==> src/rtl/peridot_rx_bytes2packets.sv <==
`default_nettype none
// +--------------------------------------------------------------------------+
// | peridot_rx_bytes2packets: byte-escape framing decoder feeding a          |
// | show-ahead packet FIFO.                                 Revision: 1.0    |
// +--------------------------------------------------------------------------+
module peridot_rx_bytes2packets #(
  parameter int FIFO_DEPTH_WIDTH = 4
) (
  input  logic                      clk,
  input  logic                      reset_n,
  input  logic                      in_valid,
  input  logic [7:0]                in_data,
  input  logic                      out_ready,
  output logic                      out_valid,
  output logic [7:0]                out_data,
  output logic [7:0]                out_channel,
  output logic                      out_startofpacket,
  output logic                      out_endofpacket,
  output logic                      overflow,
  output logic [FIFO_DEPTH_WIDTH:0] fifo_level
);

  localparam int                      DEPTH       = 1 << FIFO_DEPTH_WIDTH;
  localparam logic [FIFO_DEPTH_WIDTH:0] C_DEPTH   = (FIFO_DEPTH_WIDTH + 1)'(DEPTH);
  localparam logic [7:0]              C_SOP_BYTE  = 8'h7A;
  localparam logic [7:0]              C_EOP_BYTE  = 8'h7B;
  localparam logic [7:0]              C_CHAN_BYTE = 8'h7C;
  localparam logic [7:0]              C_ESC_BYTE  = 8'h7D;

  logic                        sop_pend_q, sop_pend_d;
  logic                        eop_pend_q, eop_pend_d;
  logic                        esc_pend_q, esc_pend_d;
  logic                        chan_pend_q, chan_pend_d;
  logic [7:0]                  channel_q, channel_d;
  logic                        overflow_q, overflow_d;
  logic [FIFO_DEPTH_WIDTH-1:0] wr_ptr_q, wr_ptr_d;
  logic [FIFO_DEPTH_WIDTH-1:0] rd_ptr_q, rd_ptr_d;
  logic [FIFO_DEPTH_WIDTH:0]   level_q, level_d;
  logic [17:0]                 mem_q [DEPTH];

  logic [7:0]  w_literal;
  logic        w_is_literal;
  logic        w_wr_req;
  logic        w_wr_en;
  logic        w_rd_en;
  logic        w_full;
  logic [17:0] w_entry;
  logic [17:0] w_head;

  always_comb begin
    sop_pend_d   = sop_pend_q;
    eop_pend_d   = eop_pend_q;
    esc_pend_d   = esc_pend_q;
    chan_pend_d  = chan_pend_q;
    channel_d    = channel_q;
    w_wr_req     = 1'b0;
    w_literal    = esc_pend_q ? (in_data ^ 8'h20) : in_data;
    // An escaped byte is always literal, even when it decodes to a control value.
    w_is_literal = in_valid && (esc_pend_q ||
                   !(in_data inside {C_SOP_BYTE, C_EOP_BYTE, C_CHAN_BYTE, C_ESC_BYTE}));

    if (in_valid) begin
      if (esc_pend_q) begin
        esc_pend_d = 1'b0;
      end else begin
        case (in_data)
          C_ESC_BYTE:  esc_pend_d  = 1'b1;
          C_SOP_BYTE:  sop_pend_d  = 1'b1;
          C_EOP_BYTE:  eop_pend_d  = 1'b1;
          C_CHAN_BYTE: chan_pend_d = 1'b1;
          default: ;
        endcase
      end
    end

    if (w_is_literal) begin
      if (chan_pend_q) begin
        channel_d   = w_literal;
        chan_pend_d = 1'b0;
      end else begin
        // Marks are consumed even if the FIFO rejects the byte.
        w_wr_req   = 1'b1;
        sop_pend_d = 1'b0;
        eop_pend_d = 1'b0;
      end
    end

    w_full     = (level_q == C_DEPTH);
    w_wr_en    = w_wr_req && !w_full;
    overflow_d = w_wr_req && w_full;
    w_rd_en    = out_valid && out_ready;
    wr_ptr_d   = wr_ptr_q + FIFO_DEPTH_WIDTH'(w_wr_en);
    rd_ptr_d   = rd_ptr_q + FIFO_DEPTH_WIDTH'(w_rd_en);
    level_d    = level_q + (FIFO_DEPTH_WIDTH + 1)'(w_wr_en) - (FIFO_DEPTH_WIDTH + 1)'(w_rd_en);
    w_entry    = {sop_pend_q, eop_pend_q, channel_q, w_literal};
  end

  always_ff @(posedge clk or negedge reset_n) begin
    if (!reset_n) begin
      sop_pend_q  <= 1'b0;
      eop_pend_q  <= 1'b0;
      esc_pend_q  <= 1'b0;
      chan_pend_q <= 1'b0;
      channel_q   <= 8'h00;
      overflow_q  <= 1'b0;
      wr_ptr_q    <= '0;
      rd_ptr_q    <= '0;
      level_q     <= '0;
    end else begin
      sop_pend_q  <= sop_pend_d;
      eop_pend_q  <= eop_pend_d;
      esc_pend_q  <= esc_pend_d;
      chan_pend_q <= chan_pend_d;
      channel_q   <= channel_d;
      overflow_q  <= overflow_d;
      wr_ptr_q    <= wr_ptr_d;
      rd_ptr_q    <= rd_ptr_d;
      level_q     <= level_d;
    end
  end

  // Storage needs no reset: outputs are masked while the FIFO is empty.
  always_ff @(posedge clk) begin
    if (w_wr_en) begin
      mem_q[wr_ptr_q] <= w_entry;
    end
  end

  assign w_head            = mem_q[rd_ptr_q];
  assign out_valid         = (level_q != '0);
  assign out_data          = out_valid ? w_head[7:0]  : 8'h00;
  assign out_channel       = out_valid ? w_head[15:8] : 8'h00;
  assign out_endofpacket   = out_valid && w_head[16];
  assign out_startofpacket = out_valid && w_head[17];
  assign overflow          = overflow_q;
  assign fifo_level        = level_q;

endmodule
`default_nettype wire

==> config.mk <==
export PLATFORM = sky130hd
export DESIGN_NAME = peridot_rx_bytes2packets
export DESIGN_NICKNAME = d
export VERILOG_FILES = /design/src/rtl/peridot_rx_bytes2packets.sv
export SDC_FILE = /design/constraint.sdc
export NUM_CORES = 1
export LEC_CHECK = 0
export CAP_MARGIN = 10
export CORE_MARGIN = 5
export CORE_UTILIZATION = 59
export DETAILED_ROUTE_END_ITERATION = 8
export PLACE_DENSITY = 0.76
export SLEW_MARGIN = 20
export SYNTH_ARGS = -nofsm -noshare
export SYNTH_HDL_FRONTEND = slang
export SYNTH_SLANG_ARGS = --single-unit
==> constraint.sdc <==
create_clock -name clk -period 8.9 [get_ports clk]
set_clock_uncertainty 0.05 [all_clocks]
set_input_delay 0.89 -clock clk [delete_from_list [all_inputs] [get_ports clk]]
set_output_delay 0.89 -clock clk [all_outputs]
set_load 0.05 [all_outputs]
==> impl_metrics.csv <==
group,metric,value,unit
outcome,status,"complete, no violations",
global_routing,grtUsageTotal,22.0,%
worst_setup_path,cp_max_fo,22,
power_and_ir_drop,p_leak,4.74,nW
clock_tree,holdBufCountCts,0,
route,first_iter_violations,543,
clock_tree,cts_setup_buffers,0,
clock_tree,clock_path_buffers,3,
layout,layout_commonest_cell,"edfxtp_1",
logic_synthesis,synth_edf_count,288,
worst_setup_path,critical_path_arrival,4.11,ns
global_routing,antenna_found_initial,1,
global_routing,globalRouteOverflowTotal,0,
global_routing,grt_util_met2,35.5,%
route,ant_nets,0,
timing,hold_viol_final,0,
place,pre_cts_slack,4.19,ns
timing,finalCriticalPeriod,5.05,ns
layout,design_area,0.0142,mm^2
logic_synthesis,synth-main-ff-cell,"edfxtp_1",
layout,fillerInstances,1339,
timing,slew_headroom,25.2,%
route,viasPerCell,6.40,
layout,area_growth,13.8,%
place,placed_cell_area,0.0132,mm^2
floorplan,rows,53,
clock_tree,clock-sinks,314,
power_and_ir_drop,ir_drop,0.306,mV
floorplan,num_io_pins,37,
layout,diodes,0,
logic_synthesis,syn_nets,604,
clock_tree,tritoncts,"built",
worst_setup_path,critPathSlowestCell,"or4b_1",
worst_setup_path,cp-start-kind,"register",
global_routing,use_met3,4.11,%
logic_synthesis,ys_seq_elements,314,
global_routing,first_global_vias,6358,
layout,fin_nets,665,
global_routing,globalRouteMet1Util,31.6,%
global_routing,busiest_layer,"met2",
min_path,hold_path.class,"reg2reg",
route,num_vias,6012,
clock_tree,clk_pin_slew,0.06,ns
route,wl_per_cell,27.5,um
floorplan,start_util,59.6,%
floorplan,die_width,156,um
worst_setup_path,critical_path_class,"reg2out",
logic_synthesis,netlist_area,0.0125,mm^2
timing,hold_slack,0.524,ns
logic_synthesis,synth_area_per_cell,21.5,um^2
floorplan,die_area,0.0242,mm^2
place,io_buffers,36,
timing,fin_tns_setup,0,ns
clock_tree,root_buffer,"clkbuf_16",
logic_synthesis,syn_inst,581,
route,drt_pass1_iterations,5,
clock_tree,cts_resized,0,
clock_tree,cts_buffers,31,
floorplan,die_h,156,um
worst_setup_path,worstSetupEndpointType,"output pin",
timing,finalSetupViolations,0,
logic_synthesis,ys_types,41,
place,place_congestion,0.810,
timing,fmax,198,MHz
worst_setup_path,crit_chain,"inv_1 > ha_1 > or4b_1 > nand3_4 > o221ai_1 > clkdlybuf4s50_1",
logic_synthesis,async_flop_share,8.28,%
logic_synthesis,synth.yosys.warnings,0,
route,routed_wl,25900,um
clock_tree,cts_max_level,1,
power_and_ir_drop,power.density,347,mW/mm^2
global_routing,grt_pass1_wl,39400,um
logic_synthesis,yosysSeqAreaShare,74.4,%
worst_setup_path,crit_required,7.96,ns
place,dpl.hpwl,14900,um
timing,rsz0062_at_grt,"false",
layout,drive_above_1_share,26.9,%
clock_tree,clk_latency,0.54,ns
route,drc_errors,0,
timing,slew_viol_final,0,
flow_run,cap_viol_max_count,0,
global_routing,grt_max_degree,56,
timing,period_share,56.7,%
floorplan,design.core.area,0.0210,mm^2
timing,final.setup.worst_slack,3.85,ns
layout,most-common-layout-cells,"288 x edfxtp_1, 72 x mux4_2, 36 x clkdlybuf4s50_1",
worst_setup_path,max_stage_delay,0.91,ns
timing,tightest_slew,1.12,ns
[metrics by stage]
step	power (mW)	instances	util, %
2_1_floorplan	3.22	581	-
3_3_place_gp	3.67	883	63.1
3_5_place_dp	3.71	883	63.1
4_1_cts	4.96	939	67.7
5_1_grt	5.14	940	67.9
6_report	4.93	940	67.9
[logic make-up (layout without fill, tap and decap cells)]
logic type                 count (synthesis)  count (layout)  synth area share [%]
adders and majority gates                 11              11                  1.16
xor gates and xnor gates                  10              10                 0.701
and+or+nand+nor                           64              64                  3.13
DFF                                      314             314                  74.4
AOI/OAI and AO/OA                         29              29                  2.57
muxes                                     98              98                  15.4
buffers and inverters                     55             139                  2.66
[Yosys cell counts, types with 7 or more instances]
library cell / n / area share [%]
mux2_4: 8 / 0.96
nand3_1: 22 / 0.88
inv_1: 26 / 0.78
nor3_1: 12 / 0.48
o221ai_1: 7 / 0.49
edfxtp_1: 288 / 69
xor2_1: 7 / 0.49
buf_4: 7 / 0.42
o221ai_2: 11 / 1.3
dfrtp_1: 26 / 5.2
mux4_2: 72 / 13
buf_2: 11 / 0.44
mux2i_1: 18 / 1.4
ha_1: 10 / 1.0
[per-layer routing]
layer  vias to the layer above  part of all wire (%)  routed length (um)
li1                       2524                     -                   -
met1                      3136                    38                9940
met2                       304                    49               12700
met3                        46                   9.5                2450
met4                         2                   2.7                 707
met5                         -                 0.050                  13
[layout make-up]
type                            instances  area [um^2]  share of cell area (%)
Clock inverter                         21          179                    1.26
Tap cell                              275          344                    2.42
Timing Repair Buffer                   57          531                    3.73
Multi-Input combinational cell        212         2980                    20.9
Clock buffer                           35          791                    5.56
Sequential cell                       314         9310                    65.4
Inverter                               26         97.6                   0.686
[worst max-delay path, delay by kind of cell (launching register included)]
family	cells	cell delay, ns
simple gates	2	1.40
buf+inv	2	0.99
compound gates	1	0.57
flops	1	0.40
fa+ha+maj	1	0.19
[path summary, 6_finish.rpt]
path	from	end	slack (ns)	depth (start not counted)
setup / recovery	fifo_level[3]	out_data[1]	3.85	6
hold / removal	wr_ptr_q[2]	wr_ptr_q[2]	0.52	1
setup reg to reg	fifo_level[3]	fifo_level[4]	5.30	11
hold reg to reg	wr_ptr_q[2]	wr_ptr_q[2]	0.52	1
max in group asynchronous	reset_n	rd_ptr_q[0]	7.83	2
min in group asynchronous	reset_n	overflow	0.67	2
[flip-flops by register name (all words and copies together) (netlist names), 4 cells and up]
signal      cells
channel_q       8
fifo_level      5
mem_q         288
rd_ptr_q        4
wr_ptr_q        4
[power by group]
part	internal [mW]	switching, mW	leakage (nW)
clock network	0.721	0.521	0.474
logic	0.699	0.989	1.31
registers	1.80	0.204	2.96
(Power assumes the default switching activity.)
==> RTL change 1 (same flow settings) <==
Set the parameter `FIFO_DEPTH_WIDTH` to 3 (it was 4).
--- a/src/rtl/peridot_rx_bytes2packets.sv
+++ b/src/rtl/peridot_rx_bytes2packets.sv
@@ -4,7 +4,7 @@
 // | show-ahead packet FIFO.                                 Revision: 1.0    |
 // +--------------------------------------------------------------------------+
 module peridot_rx_bytes2packets #(
-  parameter int FIFO_DEPTH_WIDTH = 4
+  parameter int FIFO_DEPTH_WIDTH = 3
 ) (
   input  logic                      clk,
   input  logic                      reset_n,
Interface: changed (resized fifo_level); port bits go from 37 to 36. No check against the original RTL was run, so the function may have changed too.
==> RTL change 1 against the original RTL <==
Setup slack gained 0.86 ns. Routed wire length shrank 51%. Cell area shrank 45%. Sequential cell count shrank 147. Largest cell class unchanged. First-iteration DRC count shrank 57%. Combinational power shrank 37%. Area after synthesis shrank 47%. Power shrank 40%.
==> RTL change 1: results (changes against the original RTL) <==
status - complete, no violations
Worst Hold Class - primary input to asynchronous set/reset pin
number of flip-flops in the largest register - 144 (-50%)
largest net degree at the start of global routing - 27 (-52%)
XOR/XNOR share of the synthesized area - 1.06% (+0.36 points)
Max Buffers Root-to-Sink - 2 (-1)
Clk pwr share - 26.4% (+1.2 points)
pre-CTS WS - 5.02 ns (+0.832 ns)
Synth Area in Compound Gates - 0.700% (-1.9 points)
clk_lat worst skew - 0.43 ns (-0.11 ns)
r2r setup slk - 5.86 ns (+0.56 ns)
smallest hold slack - 0.406 ns (-0.119 ns)
I/O Buffers - 35 (-2.8%)
Crit Path Max Fanout - 26 (+18%)
vias in the first global route - 3564 (-44%)
crit path capture - out_channel[0]
number of antenna violations at the first check in global routing - 0 (-1)
htree depth - 4 (+3)
Seq pwr share - 37.1% (-3.5 points)
top cells by instance count after synthesis - edfxtp_1 (144), mux4_2 (36), nor2_1 (25)
PnR worst setup slack - 4.71 ns (+0.860 ns)
pwr/cell area - 376 nW/um^2 (+8.5%)
Synth Instances - 328 (-44%)
Placed Cells - 499 (-43%)
Initial DRC Count - 236 (-57%)
switching power share of the total - 35.2% (+0.41 points)
beginning of the critical path - rd_ptr_q[0]$_DFF_PN0_
Reg-to-Reg Start - fifo_level[1]$_DFF_PN0_
Post-Route WL - 12.8 mm (-51%)
reg2reg end - fifo_level[2]$_DFF_PN0_
Register-to-Register Path Depth - 9 (-2)
adder-cell share of the synthesized area - 1.82% (+0.65 points)
number of synthesized flops with an enable pin - 144 (-50%)
dpl cell area - 7170 um^2 (-46%)
WL/cell - 24.1 um (-12%)
Max IR drop VDD - 0.000222 V (-27%)
nets - 399 (-40%)
post-synthesis sequential area ratio - 74.1% (-0.34 points)
Area contributors post-synth - edfxtp_1 (65%), mux4_2 (12%), dfrtp_1 (8.7%)
unique cell type count in the Yosys netlist - 36 (-12%)
GR Util All Layers - 21.6% (-0.47 points)
share of flip-flops with an asynchronous set or reset - 13.8% (+5.5 points)
first-pass GRT wire length - 20.7 mm (-48%)
share of cells above drive strength 1 - 24.3% (-2.6 points)
Final HPWL DP - 7.39 mm (-50%)
LEAKAGE - 2.73 nW (-42%)
post-synthesis mux area share - 16.8% (+1.4 points)
worst path arrival time - 3.25 ns (-0.86 ns)
gpl congestion - 0.743 (-8.3%)
# fillers - 676 (-50%)
-- RTL change 1: layout make-up --
type / instances / area [um^2] / share of cell area (%)
Clock inverter: 10 / 169 / 2.16
Sequential cell: 167 / 4900 / 62.8
Multi-Input combinational cell: 137 / 1640 / 21.0
Timing Repair Buffer: 45 / 420 / 5.38
Clock buffer: 22 / 464 / 5.95
Inverter: 10 / 37.5 / 0.481
Tap cell: 140 / 175 / 2.24
-- RTL change 1: routing by layer --
| layer | part of all wire, % | vias up | GRT usage, % |
|---|---|---|---|
| li1 | - | 1404 | - |
| met2 | 50 | 123 | 34.2 |
| met5 | 0 | - | 0 |
| met1 | 41 | 1681 | 29.8 |
| met4 | 1.7 | 0 | 7.81 |
| met3 | 6.4 | 15 | 5.07 |
-- RTL change 1: worst max-delay path, stage by stage, from the launching register on --
cell             delay [ns]
dfrtp_2                0.63
buf_4                  0.54
mux4_2                 0.58
mux2i_1                0.23
nor2_1                 0.08
clkdlybuf4s50_1        0.75
==> RTL change 2 (same settings) <==
Without the edit above. The output `overflow` loses its register stage (`overflow_q` becomes a continuous assignment).
--- a/src/rtl/peridot_rx_bytes2packets.sv
+++ b/src/rtl/peridot_rx_bytes2packets.sv
@@ -102,7 +102,6 @@
       esc_pend_q  <= 1'b0;
       chan_pend_q <= 1'b0;
       channel_q   <= 8'h00;
-      overflow_q  <= 1'b0;
       wr_ptr_q    <= '0;
       rd_ptr_q    <= '0;
       level_q     <= '0;
@@ -112,12 +111,13 @@
       esc_pend_q  <= esc_pend_d;
       chan_pend_q <= chan_pend_d;
       channel_q   <= channel_d;
-      overflow_q  <= overflow_d;
       wr_ptr_q    <= wr_ptr_d;
       rd_ptr_q    <= rd_ptr_d;
       level_q     <= level_d;
     end
   end
+
+  assign overflow_q = overflow_d;
 
   // Storage needs no reset: outputs are masked while the FIFO is empty.
   always_ff @(posedge clk) begin
Behaviour: no difference found for any inputs over 4 cycles, from zero or initial values and one cycle with reset_n low; that may be too few to reach the edited logic, so the function may still have changed.
==> RTL change 2 against the original RTL <==
Routed wire length rose by 2.6%. Power barely moved. Setup slack improved by 0.080 ns. Sequential cell count fell by 1. Area after synthesis fell by 0.20%. Cell area fell by 0.16%. Count of clock-buffer cells in the layout rose by 9. Sequential power fell by 2%. Largest cell class unchanged. Highest routed layer is now met4.
==> RTL change 2: results (changes against the original RTL) <==
reg2reg end - fifo_level[4]$_DFF_PN0_
worst path arrival time - 4.03 ns (-0.08 ns)
unique cell type count in the Yosys netlist - 41 (unchanged)
post-CTS resize count - 0 (unchanged)
M2 GR Usage - 36.0% (+0.52 points)
smallest hold slack - 0.518 ns (-0.00656 ns)
share of cells above drive strength 1 - 27.1% (+0.15 points)
grt met3 use - 6.23% (+2.1 points)
Post-Route WL - 26.5 mm (+2.6%)
hold_sp - fifo_level[0]$_DFF_PN0_
gpl congestion - 0.807 (-0.31%)
post-synthesis sequential area ratio - 74.3% (about the same)
GR Util All Layers - 22.6% (+0.60 points)
top cells by instance count after synthesis - edfxtp_1 (288), mux4_2 (72), inv_1 (26)
largest net degree at the start of global routing - 61 (+8.9%)
Biggest register - mem_q
Area contributors post-synth - edfxtp_1 (69%), mux4_2 (13%), dfrtp_1 (5.0%)
Max IR drop VDD - 0.000373 V (+22%)
I/O Buffers - 36 (unchanged)
vias in the first global route - 6395 (+0.58%)
first-pass GRT wire length - 39.9 mm (+1.2%)
share of flip-flops with an asynchronous set or reset - 7.99% (-0.29 points)
Worst Hold Class - flop to flop
total grt overflow - 0 (unchanged)
number of synthesized flops with an enable pin - 288 (unchanged)
number of antenna violations at the first check in global routing - 0 (-1)
status - complete, no violations
nets - 664 (-0.15%)
Crit Path Max Fanout - 22 (unchanged)
Worst path max stage delay - 0.90 ns
Register-to-Register Path Depth - 11 (unchanged)
Synth warnings - 0 (unchanged)
Post-Syn Nets - 603 (-0.17%)
CTS hold repair buffers - 0 (unchanged)
Reg-to-Reg Start - fifo_level[2]$_DFF_PN0_
Initial DRC Count - 644 (+19%)
routed vias/inst - 6.41 (+0.17%)
htree depth - 1 (unchanged)
Final HPWL DP - 15.3 mm (+2.5%)
Worst Hold Depth - 1 (unchanged)
Worst path slowest cell - or4b_1
ys flop type - edfxtp_1
GR Layer Usage met1 - 30.8% (-0.80 points)
Pre-antenna DRT Iters - 5 (unchanged)
dpl cell area - 13200 um^2 (about the same)
TritonCTS Buffers - 30 (-3.2%)
Setup Buffers After CTS - 0 (unchanged)
r2r setup slk - 5.29 ns (about the same)
clock slew at reported path FFs - 0.07 ns
number of diodes - 0 (unchanged)
Max Buffers Root-to-Sink - 3 (unchanged)
Worst Hold End - fifo_level[0]$_DFF_PN0_
number of flip-flops in the largest register - 288 (unchanged)
normalized max-slew margin - 23.9% (-1.3 points)
LEAKAGE - 4.74 nW (about the same)
Root Driver - clkbuf_16
## RTL change 2: cell count changes after synthesis
cell / change
dfrtp_1: -1
## RTL change 2: logic make-up after synthesis
family                     Yosys count  share of synthesized area (%)
muxes                               98                           15.4
xor gates and xnor gates            10                          0.702
AOI/OAI and AO/OA                   29                           2.58
adders and majority gates           11                           1.16
and+or+nand+nor                     64                           3.14
buffers and inverters               55                           2.67
DFF                                313                           74.3
## RTL change 2: per-layer routing
layer | routed length (um) | up-vias
met5 | 0 | -
met4 | 877 | 0
met3 | 2510 | 46
met2 | 13000 | 318
met1 | 10100 | 3132
li1 | - | 2526
## RTL change 2: final cells by class
class | instances | area [um^2]
fillers | 1276 | 6680
repair buffers | 58 | 526
multi-input cells | 212 | 2980
well taps | 275 | 344
clock inverters | 12 | 109
flip-flops and latches | 313 | 9290
inverters | 26 | 97.6
clock buffers | 44 | 865
## RTL change 2: worst reg2reg max path: stages (launching register included)
cell and delay (ns):
dfrtp_1 0.41, inv_1 0.10, ha_1 0.18, or4b_1 0.95, and2_1 0.41, ha_1 0.27
inv_1 0.04, ha_1 0.20, fa_1 0.43, a21oi_1 0.18, o21bai_1 0.11, xnor2_1 0.20
## RTL change 2: how the worst max path moves through the flow
| stage | from | cells after the start | slack (ns) | to |
|---|---|---|---|---|
| after floorplan | in_data[5] | 4 | 5.06 | mem_q[0][0]$_DFFE_PP_ |
| after global placement | in_data[2] | 5 | 4.17 | overflow |
| after detailed placement | in_data[2] | 5 | 4.09 | overflow |
| after CTS | fifo_level[2]$_DFF_PN0_ | 6 | 3.97 | out_startofpacket |
| after global routing | in_data[2] | 5 | 3.81 | overflow |
| final | fifo_level[2]$_DFF_PN0_ | 6 | 3.93 | out_startofpacket |
## RTL change 2: report_power, final
part           leakage, nW  internal [mW]  switching, mW  total [mW]
Sequential            2.94           1.79          0.168        1.96
Combinational         1.32          0.692           1.03        1.72
Clock                0.478          0.728          0.516        1.24
## RTL change 2: metrics by stage
step           utilization, %  setup slack, ns  cells
6_report                 68.0             3.93    940
5_1_grt                  68.0             3.81    940
4_1_cts                  67.9             3.97    940
3_5_place_dp             63.2             4.09    884
3_3_place_gp             63.2             4.17    884
2_1_floorplan               -             5.06    580
